<file path="src/rtl/phi_gen_pkg.sv">
// Shared types and default widths for the phi_gen CPU clock generator.
package phi_gen_pkg;

    typedef enum logic [1:0] {
        HALT,
        RUN,
        STEP
    } state_e;

    localparam int DIV_W_DEF = 8;
    localparam int CNT_W_DEF = 16;

endpackage

</file>
<file path="src/rtl/phi_gen_rise_det.sv">
// Rising-edge detector: the history register resets to RST_VAL so a level
// already high when reset releases is not mistaken for a new edge.
module rise_det #(
    parameter logic RST_VAL = 1'b0
) (
    input  logic clk_i,
    input  logic rst_i,
    input  logic d_i,
    output logic rise_o
);

    logic prev_q;

    always_ff @(posedge clk_i) begin
        if (rst_i) begin
            prev_q <= RST_VAL;
        end else begin
            prev_q <= d_i;
        end
    end

    assign rise_o = d_i & ~prev_q;

endmodule

</file>
<file path="src/rtl/phi_gen.sv">
// Two-phase CPU clock generator with run/halt control and a completed-cycle
// counter. Define PHI_GEN_STEP_EN to build single-step support on step_req.
module phi_gen
    import phi_gen_pkg::*;
#(
    parameter int DIV_W = DIV_W_DEF,
    parameter int CNT_W = CNT_W_DEF
) (
    input  logic             CLOCK_50,
    input  logic             res,
    input  logic [DIV_W-1:0] div,
    input  logic             run,
    input  logic             step_req,
    output logic             phi,
    output logic             phi1_en,
    output logic             phi2_en,
    output logic             halted,
    output logic [CNT_W-1:0] cycle_cnt
);

    state_e             state_q, state_d;
    logic [DIV_W-1:0]   cnt_q, cnt_d;
    logic               phi_q, phi_d;
    logic               phi1_q, phi1_d;
    logic               phi2_q, phi2_d;
    logic [CNT_W-1:0]   cyc_q, cyc_d;

`ifdef PHI_GEN_STEP_EN
    logic step_rise;

    rise_det #(
        .RST_VAL(1'b1)
    ) u_step_det (
        .clk_i (CLOCK_50),
        .rst_i (res),
        .d_i   (step_req),
        .rise_o(step_rise)
    );
`else
    logic unused_step_req;
    assign unused_step_req = step_req;
`endif

    always_ff @(posedge CLOCK_50) begin
        if (res) begin
            state_q <= HALT;
            cnt_q   <= '0;
            phi_q   <= 1'b0;
            phi1_q  <= 1'b0;
            phi2_q  <= 1'b0;
            cyc_q   <= '0;
        end else begin
            state_q <= state_d;
            cnt_q   <= cnt_d;
            phi_q   <= phi_d;
            phi1_q  <= phi1_d;
            phi2_q  <= phi2_d;
            cyc_q   <= cyc_d;
        end
    end

    always_comb begin
        state_d = state_q;
        cnt_d   = cnt_q;
        phi_d   = phi_q;
        phi1_d  = 1'b0;
        phi2_d  = 1'b0;
        cyc_d   = cyc_q;
        unique case (state_q)
            HALT: begin
                phi_d = 1'b0;
                // run takes priority; a simultaneous step edge is consumed and lost
                if (run) begin
                    state_d = RUN;
                    cnt_d   = div;
                end
`ifdef PHI_GEN_STEP_EN
                else if (step_rise) begin
                    state_d = STEP;
                    cnt_d   = div;
                end
`endif
            end
            default: begin
                if (cnt_q == '0) begin
                    cnt_d = div;
                    phi_d = ~phi_q;
                    if (!phi_q) begin
                        phi1_d = 1'b1;
                        cyc_d  = cyc_q + 1'b1;
                    end else begin
                        // run is only honoured at a phi fall, so a high half always completes
                        phi2_d  = 1'b1;
                        state_d = run ? RUN : HALT;
                    end
                end else begin
                    cnt_d = cnt_q - 1'b1;
                end
            end
        endcase
    end

    assign phi       = phi_q;
    assign phi1_en   = phi1_q;
    assign phi2_en   = phi2_q;
    assign halted    = (state_q == HALT);
    assign cycle_cnt = cyc_q;

endmodule

</file>
<file path="config.mk">
export PLATFORM = sky130hd
export DESIGN_NAME = phi_gen
export DESIGN_NICKNAME = d
export VERILOG_FILES = /design/src/rtl/phi_gen_pkg.sv /design/src/rtl/phi_gen_rise_det.sv /design/src/rtl/phi_gen.sv
export SDC_FILE = /design/constraint.sdc
export NUM_CORES = 1
export LEC_CHECK = 0
export CAP_MARGIN = 20
export CORE_MARGIN = 1.5
export CORE_UTILIZATION = 45
export CTS_CLUSTER_DIAMETER = 80
export DETAILED_ROUTE_END_ITERATION = 8
export GPL_TIMING_DRIVEN = 0
export PLACE_DENSITY = 0.72
export SYNTH_ARGS = -nofsm -noshare
export SYNTH_HDL_FRONTEND = slang
export SYNTH_HIERARCHICAL = 1
export SYNTH_SLANG_ARGS = --single-unit
export TNS_END_PERCENT = 5
</file>
<file path="constraint.sdc">
create_clock -name CLOCK_50 -period 2.1 [get_ports CLOCK_50]
set_input_delay 0.315 -clock CLOCK_50 [delete_from_list [all_inputs] [get_ports CLOCK_50]]
set_output_delay 0.315 -clock CLOCK_50 [all_outputs]
set_load 0.03 [all_outputs]
</file>
==> results of run 1 <==
-- layout by cell type (no fill, tap or decap), types with 2 or more instances in the layout --
| cell type | Yosys | final |
|---|---|---|
| nand3b_1 | 2 | 2 |
| nor3_1 | 3 | 3 |
| dfxtp_1 | 28 | 28 |
| clkbuf_4 | 0 | 3 |
| nand2_1 | 8 | 8 |
| buf_6 | 2 | 2 |
| nand4_1 | 3 | 3 |
| clkbuf_1 | 4 | 4 |
| ha_1 | 3 | 3 |
| a211oi_1 | 4 | 4 |
| or4_1 | 9 | 9 |
| o21ai_0 | 10 | 10 |
| and4_1 | 2 | 2 |
| inv_1 | 5 | 5 |
| or3_1 | 6 | 6 |
| a21oi_1 | 21 | 21 |
| nor2_1 | 8 | 8 |
| a31oi_1 | 7 | 7 |
| xnor2_1 | 2 | 2 |
| buf_4 | 0 | 2 |
| o31ai_1 | 10 | 10 |
| clkdlybuf4s50_1 | 0 | 28 |
| a2bb2oi_1 | 2 | 2 |
| nand3_1 | 6 | 6 |
-- path summary, 6_finish.rpt --
kind	start	end	cells past startpoint
min reg2reg	cycle_cnt[15]$_SDFFE_PP0P_	cycle_cnt[15]$_SDFFE_PP0P_	2
max	cnt_q[0]$_SDFFE_PP0P_	cycle_cnt[7]$_SDFFE_PP0P_	8
max reg2reg	cnt_q[0]$_SDFFE_PP0P_	cycle_cnt[7]$_SDFFE_PP0P_	8
min	res	cnt_q[2]$_SDFFE_PP0P_	2
-- timing repair --
item / CTS / global route
resized for setup: 0 / 4
setup endpoints to repair: 8 / 4
setup buffers: 2 / 0
cloned: 0 / 0
-- registers in the layout (all words and copies together) (netlist names) --
register / count
cycle_cnt: 16
state_q: 1
phi: 1
phi1_en: 1
cnt_q: 8
phi2_en: 1
-- layout make-up --
| class | count | area (um2) |
|---|---|---|
| clock inverter | 1 | 30.0 |
| clock buffer | 3 | 22.5 |
| multi-input combinational | 126 | 847 |
| timing repair buffer | 31 | 308 |
| fill | 283 | 1170 |
| buffer | 9 | 60.1 |
| tap | 44 | 55.1 |
| inverter | 6 | 22.5 |
| sequential | 28 | 561 |
-- per-layer routing --
layer	global-route usage, %	share of wire [%]	up-vias
met5	0	0	-
met4	6.03	0.41	0
met3	3.03	7.1	2
met2	33.5	47	57
met1	29.8	45	681
li1	-	-	723
-- cells by family after synthesis --
| group | Yosys count | share of synthesized area (%) |
|---|---|---|
| flops | 28 | 37.9 |
| simple gates | 59 | 26.2 |
| xor+xnor | 3 | 1.78 |
| compound gates | 59 | 24.6 |
| mux | 2 | 1.44 |
| buf+inv | 15 | 5.59 |
| fa+ha+maj | 3 | 2.54 |
-- through the flow --
stage               setup TNS, ns  utilization, %
detailed placement         -0.435            59.2
CTS                             0            61.4
global placement          -0.0997            59.2
global route                    0            61.9
floorplan                       0               -
finish                          0            61.9
-- power by group through the flow --
| stage | logic, W | registers, W | clock network [W] |
|---|---|---|---|
| finish | 0.000285 | 0.000584 | 0.000358 |
| global route | 0.000307 | 0.000588 | 0.000391 |
| CTS | 0.000272 | 0.000582 | 0.000366 |
| detailed placement | 0.000258 | 0.000594 | 0 |
| global placement | 0.000252 | 0.000592 | 0 |
| floorplan | 0.000183 | 0.000594 | 0 |
==> out/qor.txt, run 1 <==
DR vias -> 1463
Initial DRC Count -> 99
Worst vdd ir -> 0.382 mV
Worst slew margin relative to its limit -> 55.8%
FMAX -> 507 MHz
Top cell type by total area after synthesis -> dfxtp_1
DP Cell Count -> 242
Placed cell area -> 1820 um2
Number of routed nets with antenna violations -> 0
HPWL after detailed placement -> 2.65 mm
Largest net degree at the start of global routing -> 17
Die H -> 60.3 um
Crit. End Element -> flop
Commonest cells post-synth -> dfxtp_1 (28), a21oi_1 (21), o21ai_0 (10), o31ai_1 (10), or4_1 (9)
Critical path type -> flop to flop
Ys flop type -> dfxtp_1
Reg clk slew, reported paths -> 0.16 ns
Combinational power share -> 23.2%
Setup slack after layout -> 0.127 ns
Critical Path RT -> 2.37 ns
Share of cells above drive strength 1 -> 9.80%
Initial Util -> 48.0%
Synthesis warning total -> 6
Maximum clock path buffer count -> 2
Setup violators final -> 0
Most common cell in the netlist -> dfxtp_1
Floorplan row count -> 20
Total Routing Usage GR -> 21.1%
Sequential fraction of the synthesis area -> 37.9%
CTS tree -> built
Initial antenna violation count -> 0
Clock Skew -> 0.00722 ns
First-pass GRT wire length -> 5.92 mm
HP Class -> input port to flop
Cells along the critical path -> inv_1, ha_1, nor4b_4, buf_4, nand4_2, buf_2, or3_1, a21oi_1
Syn_nets -> 184
Max-cap violations -> 0
Cell area after layout -> 1910 um2
NumNets Final -> 220
CTS hold repair buffers -> 0
Post-synthesis cell count -> 169
Vias in the first global route -> 1325
Status -> completed
Largest fanout on the critical path -> 10
Fin Hold WS -> 0.438 ns
Area of the die -> 3640 um2
# clock sinks -> 28
Final Hold Viols -> 0
Post-synth EDFFs -> 0
Pleak -> 0.638 nW
Port Buffers -> 29
Post-DR wirelength/cell -> 14.8 um
CTS Buf Count -> 3
Tot Pwr -> 0.00123 W
Tightest Pin Transition -> 0.660 ns
DR pass1 iterations -> 4
Top Family by Delay on Critical Path -> simple AND/OR/NAND/NOR gates
Seq cells post-synth -> 28
Critical Path AT -> 2.25 ns
RSZ-0062 raised after global routing -> false
Synth top area share -> 37.9%
Fin crit share -> 94.0%
R2R setup slack -> 0.13 ns
Internal cell power -> 0.000879 W
Synthesized area per cell -> 8.74 um2
Grt ovf -> 0
CP Launch Type -> flop
Clk pwr share -> 29.2%
Post-route minimum period -> 1.97 ns
Post-synth cell types -> 45
Setup WS pre-CTS -> -0.116 ns
Worst path max stage delay -> 0.38 ns
Synth Cell Area -> 1480 um2
Seq pwr share -> 47.6%
Core Region -> 3080 um2
Count of pins over their slew limit -> 0
CP max stage cell -> dfxtp_1
Layout area overhead -> 29.0%
H-tree Lvls -> 1
Synth area leaders -> dfxtp_1 (38%), a21oi_1 (7.1%), o31ai_1 (5.1%), or4_1 (4.6%), o21ai_0 (3.4%)
Power per cell area -> 644 nW/um2
# diodes -> 0
Switching share of power -> 28.3%
Die span in x -> 60.3 um
Drc violations -> 0
Skew-Pair Late Insertion Delay -> 0.33 ns
FFs w/ async S/R, synth -> 0%
Crit path buf inv count -> 3
Via density -> 5.90
Net switching power -> 0.000348 W
Non-Filler Instances -> 248
Drt total wl -> 3.66 mm
I/O Pins -> 32
CTS Root Buffer Type -> clkbuf_4
GP Congestion -> 0.892
No activity file was read; power rests on OpenSTA's default activity.
==> run 2, diff against run 1 <==
--- a/config.mk
+++ b/config.mk
@@ -10,8 +10,8 @@
 export CORE_UTILIZATION = 45
 export CTS_CLUSTER_DIAMETER = 80
 export DETAILED_ROUTE_END_ITERATION = 8
+export DONT_BUFFER_PORTS = 1
 export GPL_TIMING_DRIVEN = 0
-export PLACE_DENSITY = 0.72
 export SYNTH_ARGS = -nofsm -noshare
 export SYNTH_HDL_FRONTEND = slang
 export SYNTH_HIERARCHICAL = 1
==> out/qor.txt, run 2 (synthesis results as in run 1) <==
Fin Hold WS -> 0.0971 ns (-0.341 ns)
DR vias -> 1360 (-7.0%)
Critical path type -> flop to flop
Clock Skew -> 0.00444 ns (-0.00277 ns)
HPWL after detailed placement -> 2.48 mm (-6.3%)
Count of pins over their slew limit -> 0 (unchanged)
Commonest non-fill, non-tap cell in the layout -> dfxtp_1
I/O Pins -> 32 (unchanged)
Maximum clock path buffer count -> 2 (unchanged)
Tightest Pin Transition -> 0.618 ns (-0.0423 ns)
Most frequent cells in the layout -> dfxtp_1 (24), a21oi_1 (21), o31ai_1 (10), o21ai_0 (10), or4_1 (9)
# clock sinks -> 28 (unchanged)
Setup violators final -> 0 (unchanged)
Max-cap violations -> 0 (unchanged)
Share of cells above drive strength 1 -> 14.3% (+4.5 points)
GP Congestion -> 0.885 (-0.82%)
Critical Path RT -> 2.37 ns (about the same)
Status -> completed
CTS tree -> built
CP Launch Type -> flop
Port Buffers -> 0 (-100%)
CTS Buf Count -> 3 (unchanged)
Initial antenna violation count -> 0 (unchanged)
Floorplan row count -> 20 (unchanged)
Die span in x -> 60.3 um (unchanged)
DR pass1 iterations -> 4 (unchanged)
Crit. End Element -> flop
Drc violations -> 0 (unchanged)
RSZ-0062 raised after global routing -> true
Setup slack after layout -> 0.107 ns (-0.0202 ns)
Non-Filler Instances -> 219 (-12%)
Worst vdd ir -> 0.330 mV (-14%)
Max reg flops -> 16 (unchanged)
Reg clk slew, reported paths -> 0.15 ns (about the same)
CP Launch Point -> cycle_cnt[5]$_SDFFE_PP0P_
Grt ovf -> 0 (unchanged)
First-pass GRT wire length -> 5.78 mm (-2.4%)
Fill count -> 288 (+1.8%)
Hold Path Origin -> run
Layout area overhead -> 9.65%
Number of routed nets with antenna violations -> 0 (unchanged)
Via density -> 6.21 (+5.3%)
Reg2reg start -> cycle_cnt[5]$_SDFFE_PP0P_
Area of the die -> 3640 um2 (unchanged)
Core Region -> 3080 um2 (unchanged)
Setup WS pre-CTS -> -0.172 ns (-0.0566 ns)
Die H -> 60.3 um (unchanged)
Initial DRC Count -> 121 (+22%)
# diodes -> 0 (unchanged)
Largest fanout on the critical path -> 10 (unchanged)
Final Hold Viols -> 0 (unchanged)
Initial Util -> 48.0% (unchanged)
Vias in the first global route -> 1309 (-1.2%)
CTS hold repair buffers -> 0 (unchanged)
Skew-Pair Late Insertion Delay -> 0.33 ns (about the same)
Largest net degree at the start of global routing -> 17 (unchanged)
DP Cell Count -> 213 (-12%)
CTS Root Buffer Type -> clkbuf_4
Total Routing Usage GR -> 20.8% (-0.36 points)
Worst slew margin relative to its limit -> 58.7% (+2.8 points)
FMAX -> 502 MHz (-1.0%)
Power per cell area -> 740 nW/um2 (+15%)
HP Class -> input port to flop
Post-route minimum period -> 1.99 ns (+0.0202 ns)
NumNets Final -> 191 (-13%)
H-tree Lvls -> 1 (unchanged)
Critical Path AT -> 2.26 ns (about the same)
Fin crit share -> 94.9% (+0.96 points)
Post-DR wirelength/cell -> 16.0 um (+8.3%)
Pleak -> 0.529 nW (-17%)
Drt total wl -> 3.50 mm (-4.4%)
run 2: changes by cell type in the layout (fill, tap and decap cells not counted), sizes merged:
cell	previous run	this run
dlymetal6s2s	1	0
clkdlybuf4s50	28	0
run 2: repair_timing:
action / 4_1_cts / 5_1_grt
cloned: 0 / 0
resized for setup: 0 / 8
setup endpoints to repair: 10 / 5
setup buffers: 2 / 0
run 2: routing by layer:
layer  wire length [um]  track usage, %
met3                206            3.90
met1               1700            29.2
met2               1580            32.3
met5                  0               0
met4                 15            6.35
run 2: layout make-up:
type                       instances  area [um2]  share of cell area [%]
buffer                             9        60.1                    3.71
timing repair buffer               2        15.0                   0.927
clock inverter                     1        30.0                    1.85
tap                               44        55.1                    3.40
multi-input combinational        126         850                    52.4
inverter                           6        22.5                    1.39
clock buffer                       3        22.5                    1.39
sequential                        28         566                    34.9
run 2: power by group:
group | internal [W] | switching [W] | leakage (nW) | total [W]
clock | 0.000193 | 0.000163 | 0.0279 | 0.000356
sequential | 0.000556 | 0.0000352 | 0.230 | 0.000591
combinational | 0.000110 | 0.000143 | 0.272 | 0.000252
total | 0.000858 | 0.000341 | 0.529 | 0.00120
run 2: worst max-delay path: stages (launching register included):
cell and delay, ns:
dfxtp_1 0.59, and4_1 0.27, nand2_1 0.14, clkbuf_1 0.28, or4_1 0.51, a21oi_1 0.15
run 2: worst paths after layout:
| path | cells after the start | endpoint | slack [ns] |
|---|---|---|---|
| setup reg to reg | 5 | cycle_cnt[14]$_SDFFE_PP0P_ | 0.11 |
| hold reg to reg | 1 | cnt_q[0]$_SDFFE_PP0P_ | 0.51 |
| hold / removal | 2 | state_q[0]$_SDFFE_PP0P_ | 0.1 |
| setup / recovery | 5 | cycle_cnt[14]$_SDFFE_PP0P_ | 0.11 |
run 2: metrics by stage:
stage                     utilization [%]  total power, W  TNS, ns  instance area (um2)
after floorplan                         -        0.000777        0                 1480
after CTS                            52.0         0.00119        0                 1600
after global placement               49.8        0.000819   -0.241                 1530
after detailed placement             49.8        0.000828   -0.950                 1530
final                                52.6         0.00120        0                 1620
after global routing                 52.6         0.00126  -0.0272                 1620
